[src/rtl/switch_pkg.sv]
`default_nettype none
// +----------------------------------------------------------------------+
// | switch_pkg: shared constants and helpers for the switch/LED channels |
// | Revision: 1.0                                                        |
// +----------------------------------------------------------------------+
package switch_pkg;

   localparam int   DEFAULT_DEBOUNCE_CYCLES = 250000;
   localparam logic MODE_TOGGLE             = 1'b0;
   localparam logic MODE_FOLLOW             = 1'b1;

   // Counter must hold DEBOUNCE_CYCLES-1; never narrower than one bit.
   function automatic int cnt_width(input int cycles);
      return (cycles <= 2) ? 1 : $clog2(cycles);
   endfunction

endpackage : switch_pkg
`default_nettype wire

[src/rtl/switch_debounce.sv]
`default_nettype none
// +----------------------------------------------------------------------+
// | switch_debounce: one channel's 2-flop synchroniser and debouncer     |
// | Revision: 1.0                                                        |
// +----------------------------------------------------------------------+
module switch_debounce
   import switch_pkg::*;
#(
   parameter int DEBOUNCE_CYCLES = DEFAULT_DEBOUNCE_CYCLES
) (
   input  logic i_Clk,
   input  logic i_Rst_L,
   input  logic i_Switch,
   output logic o_Stable,
   output logic o_Commit
);

   localparam int                 c_CNT_W = cnt_width(DEBOUNCE_CYCLES);
   localparam logic [c_CNT_W-1:0] c_LAST  = c_CNT_W'(DEBOUNCE_CYCLES - 1);
   localparam logic [c_CNT_W-1:0] c_ONE   = c_CNT_W'(1);

   logic               r_Sync1;
   logic               r_Sync2;
   logic               r_Stable;
   logic [c_CNT_W-1:0] r_Cnt;
   logic               w_Differ;
   logic               w_Commit;

   assign w_Differ = (r_Sync2 != r_Stable);
   assign w_Commit = w_Differ && (r_Cnt == c_LAST);

   always_ff @(posedge i_Clk or negedge i_Rst_L) begin
      if (!i_Rst_L) begin
         r_Sync1  <= 1'b0;
         r_Sync2  <= 1'b0;
         r_Stable <= 1'b0;
         r_Cnt    <= '0;
      end else begin
         r_Sync1 <= i_Switch;
         r_Sync2 <= r_Sync1;
         // Any sample matching the stable level restarts qualification.
         if (!w_Differ) begin
            r_Cnt <= '0;
         end else if (w_Commit) begin
            r_Stable <= r_Sync2;
            r_Cnt    <= '0;
         end else begin
            r_Cnt <= r_Cnt + c_ONE;
         end
      end
   end

   assign o_Stable = r_Stable;
   assign o_Commit = w_Commit;

endmodule : switch_debounce
`default_nettype wire

[src/rtl/switches_debounce_toggle_leds.sv]
`default_nettype none
// +----------------------------------------------------------------------+
// | switches_debounce_toggle_leds: multi-channel debounced LED toggler   |
// | Revision: 1.0                                                        |
// +----------------------------------------------------------------------+
module switches_debounce_toggle_leds
   import switch_pkg::*;
#(
   parameter int NUM_CH            = 4,
   parameter int DEBOUNCE_CYCLES   = DEFAULT_DEBOUNCE_CYCLES,
   parameter bit TOGGLE_ON_RELEASE = 1'b1
) (
   input  logic              i_Clk,
   input  logic              i_Rst_L,
   input  logic [NUM_CH-1:0] i_Switch,
   input  logic [NUM_CH-1:0] i_Mode,
   input  logic              i_Clear,
   output logic [NUM_CH-1:0] o_LED,
   output logic [NUM_CH-1:0] o_Edge_Pulse,
   output logic [NUM_CH-1:0] o_Stable
);

   localparam logic c_ACTIVE_LVL = ~TOGGLE_ON_RELEASE;

   logic [NUM_CH-1:0] w_Stable;
   logic [NUM_CH-1:0] w_Commit;
   logic [NUM_CH-1:0] w_Follow;
   logic [NUM_CH-1:0] w_Active;
   logic [NUM_CH-1:0] w_Toggle_Next;
   logic [NUM_CH-1:0] w_LED_Next;
   logic [NUM_CH-1:0] r_Commit_D;
   logic [NUM_CH-1:0] r_LED;
   logic [NUM_CH-1:0] r_Edge_Pulse;

   for (genvar g = 0; g < NUM_CH; g++) begin : g_ch
      switch_debounce #(
         .DEBOUNCE_CYCLES(DEBOUNCE_CYCLES)
      ) u_debounce (
         .i_Clk   (i_Clk),
         .i_Rst_L (i_Rst_L),
         .i_Switch(i_Switch[g]),
         .o_Stable(w_Stable[g]),
         .o_Commit(w_Commit[g])
      );
      assign w_Follow[g] = (i_Mode[g] == MODE_FOLLOW);
   end

   // The commit strobe is delayed one cycle so the already-updated stable
   // level tells us which direction the committed edge went.
   assign w_Active      = r_Commit_D & (c_ACTIVE_LVL ? w_Stable : ~w_Stable);
   assign w_Toggle_Next = i_Clear ? '0 : (r_LED ^ w_Active);
   assign w_LED_Next    = (w_Follow & w_Stable) | (~w_Follow & w_Toggle_Next);

   always_ff @(posedge i_Clk or negedge i_Rst_L) begin
      if (!i_Rst_L) begin
         r_Commit_D   <= '0;
         r_LED        <= '0;
         r_Edge_Pulse <= '0;
      end else begin
         r_Commit_D   <= w_Commit;
         r_Edge_Pulse <= w_Active;
         r_LED        <= w_LED_Next;
      end
   end

   assign o_LED        = r_LED;
   assign o_Edge_Pulse = r_Edge_Pulse;
   assign o_Stable     = w_Stable;

endmodule : switches_debounce_toggle_leds
`default_nettype wire

[config.mk]
export PLATFORM = sky130hd
export DESIGN_NAME = switches_debounce_toggle_leds
export DESIGN_NICKNAME = d
export VERILOG_FILES = /design/src/rtl/switch_pkg.sv /design/src/rtl/switch_debounce.sv /design/src/rtl/switches_debounce_toggle_leds.sv
export SDC_FILE = /design/constraint.sdc
export NUM_CORES = 1
export LEC_CHECK = 0
export CELL_PAD_IN_SITES_DETAIL_PLACEMENT = 1
export CELL_PAD_IN_SITES_GLOBAL_PLACEMENT = 2
export CORE_MARGIN = 10
export CORE_UTILIZATION = 35
export DETAILED_ROUTE_END_ITERATION = 10
export HOLD_SLACK_MARGIN = 0.02
export PLACE_DENSITY_LB_ADDON = 0.1
export SETUP_SLACK_MARGIN = 0.2
export SYNTH_ARGS = -nofsm -noshare
export SYNTH_HDL_FRONTEND = slang
export SYNTH_SLANG_ARGS = --single-unit
[constraint.sdc]
create_clock -name i_Clk -period 1.92 [get_ports i_Clk]
set_input_delay 0.192 -clock i_Clk [delete_from_list [all_inputs] [get_ports i_Clk]]
set_output_delay 0.192 -clock i_Clk [all_outputs]
set_load 0.01 [all_outputs]
==> metrics list <==
* Main synth FF type: dfrtp_1
* Net count of the finished layout: 513
* Synth cell count leaders: dfrtp_1, nor2_1, xnor2_1
- Sequential cells were found to cover 53.8% of the synthesized design area.
* Clock network latency to the later pin of the worst-skew pair: 360 ps
- Area growth from synthesis to layout: 27.1%
- TritonCTS built the clock tree.
* Number of rows created at floorplan: 41
* Number of inserted diodes: 0
- The flow ran to the end, and the final reports show no timing, DRC or antenna violations.
* Sum Neg Setup Slack: 0 ps
- The routed layout has 3,367 vias.
- Number of global-route vias before repair: 3,591
- Initial detailed-routing violation count: 197
- Number of flops mapped to enable cells by yosys: 0
- CTS clk-pin slew, worst paths: 70 ps
* Setup slack at placement: 83.7 ps
* Count of distinct cell types in the synthesized netlist: 37
* Number of setup violations in the final report: 0
- Worst endpoint required time: 2210 ps
- Classification of the worst setup path: reg -> reg
- Synthesis produced a netlist with a net count of 447.
- The clock passes through at most 2 buffers.
* Max FO, Critical Path: 2
- Top-count cell post-synth: dfrtp_1
- Input and output buffers added on the ports amount to 22.
* Pwr Density: 732 nW/um2
- Initial core utilization: 35.5%
- The final-report hold violation count is 0.
- The die is 133 um tall.
* CTS buffer count: 9
- VDD sags by at most 0.000477 V.
* Total global routing track utilization: 12.7%
- The initial antenna violation count is 0.
- After detailed routing, the number of remaining DRC violations is 0.
- The routed design could run at a clock period as short as 1690 ps.
* Largest net degree at the start of global routing: 35
- Setup repair after global routing could not meet its margin everywhere.
- The min-delay analysis places its worst path in the category in -> reg.
- The clock net in this run drives a total of 96 sinks.
* Count of yosys warnings during synthesis: 0
- Area of all placed cells without fillers: 5670 um2
- Wires add up to 10.8 mm.
- Maxcap violations: 0
* Routed vias/inst: 4.99
- For the worst setup path, the data arrival time is 1980 ps.
- Measured against its own limit, the worst slew margin works out to 69.3%.
- Each instance of the synthesized netlist takes up on average 10.3 um2.
- Number of cells produced by synthesis: 432
- Total global routing overflow: 0
* GP Congestion: 0.762
- Slew at the pin closest to its max-slew limit: 461 ps
- The clock arrives with 6.52 ps of skew.
* Number of primary I/O pins: 23
* Routed length per placed instance: 16.0 um
- Final worst-path cycle share: 88.1%
- Placed cell area: 5030 um2
* Global-route wire length before repair: 18.2 mm
* Achievable clock frequency: 0.591 GHz
* Cell area after synthesis: 4460 um2
* Drt first pass iters: 4
- Placeable Area: 12,600 um2
- Portion of synthesized cell area occupied by the leading cell type: 53.8%
* Die width: 133 um
* Minimum setup slack in the final design: 229 ps
- Kind of end point of the critical path: register
* Number of nets still failing antenna checks after routing: 0
- Leakage power figure: 2.24 nW
- STA classifies the critical path startpoint as a register.
- Synth top area cells: dfrtp_1, xnor2_1, nor2_1
* Detail Placement HPWL: 7.22 mm
- Ratio of cells with drive above 1 in the final layout: 19.3%
- CTS Root Buffer Type: clkbuf_16
* Hold slack final: 270 ps
- The floorplan step defined a die boundary enclosing 17,700 um2.
* Largest area contributor in the netlist: dfrtp_1
- Proportion of register bits with asynchronous set or reset after synthesis: 100%
* Synthesis-stage register bit count: 96
* Total count of max-transition violations in the final report: 0
- CTS H-Tree Depth: 3
[sequential cells by signal, summed over array words and instances (netlist names)]
signal and count:
o_LED 4, r_Commit_D 4, o_Edge_Pulse 4, g_ch.u_debounce.r_Sync1 4, g_ch.u_debounce.r_Cnt 72, g_ch.u_debounce.o_Stable 4
g_ch.u_debounce.r_Sync2 4
[placed cells by master, fill, tap and decap left out, drive strengths merged, types with 2 or more instances in the layout]
cell type      count
clkdlybuf4s50     21
nand4             23
or4                2
nand4b             4
nor3              22
nor2              81
o21ai              6
and3               6
nor4              19
nand3             23
buf               43
or3                5
clkbuf             9
inv               16
ha                 4
o21bai             2
and4               3
a211oi             3
nand3b             2
a21oi              7
xor2              11
nand2             15
mux2i              4
xnor2             51
dfrtp             96
mux2               4
nor4b              3
nor2b              6
clkinvlp           3
[path summary, 6_finish.rpt]
path	from	endpoint	slack, ps	cells after the start
max reg2reg	g_ch[3].u_debounce.r_Cnt[6]	g_ch[3].u_debounce.r_Cnt[17]	230	5
min	i_Switch[0]	g_ch[0].u_debounce.r_Sync1	270	1
max in group asynchronous	i_Rst_L	g_ch[0].u_debounce.r_Cnt[9]	1050	3
max	g_ch[3].u_debounce.r_Cnt[6]	g_ch[3].u_debounce.r_Cnt[17]	230	5
min reg2reg	g_ch[0].u_debounce.r_Sync1	g_ch[0].u_debounce.r_Sync2	350	0
min in group asynchronous	i_Rst_L	g_ch[2].u_debounce.o_Stable	320	2
[per-layer routing]
layer	vias up	GRT usage [%]	part of all wire (%)
li1	1634	-	-
met1	1689	16.1	48
met2	30	19.9	47
met3	14	2.88	2.6
met4	0	6.60	2.0
met5	-	0	0
[repair_timing]
action / 4_1_cts / 5_1_grt
pin swaps: 3 / 13
hold buffers: 1 / 0
resized for setup: 7 / 29
setup endpoints to repair: 5 / 73
setup buffers: 9 / 13
hold endpoints to repair: 30 / 0
[power by group]
group	leakage (nW)	internal [W]	switching, W
combinational	0.796	0.0000893	0.000111
sequential	1.31	0.00205	0.0000299
clock	0.139	0.00102	0.000847
total	2.24	0.00316	0.000988
[kinds of logic (layout without fill, tap and decap cells)]
group	after synthesis	after routing	synth area share, %
XOR/XNOR	62	62	12.2
buffers and inverters	24	95	2.44
flip-flops	96	96	53.8
multiplexers	8	8	1.91
adder cells (fa/ha/maj)	4	4	1.12
AO/OA/AOI/OAI	21	21	3.31
AND/OR/NAND/NOR	217	217	25.2
[critical path: stages (launching register included)]
cell	delay [ps]
dfrtp_1	400
buf_6	130
nand4_4	90
or4_4	530
or3_4	340
a21oi_2	130
[final cells by class]
class                      count  area (um2)
multi-input combinational    312        2100
fill                        1374        6900
timing repair buffer          65         594
inverter                      14        52.6
tap                          172         215
clock inverter                 7        78.8
sequential                    96        2410
clock buffer                   9         225
[through the flow]
stage	total power, W	instances	util [%]
after detailed placement	0.00230	636	40.0
after floorplan	0.00218	432	-
final	0.00415	675	45.1
after global placement	0.00230	636	40.0
after global routing	0.00435	675	45.1
after CTS	0.00421	662	43.3
Note: power is estimated with default switching activity, not from simulation.
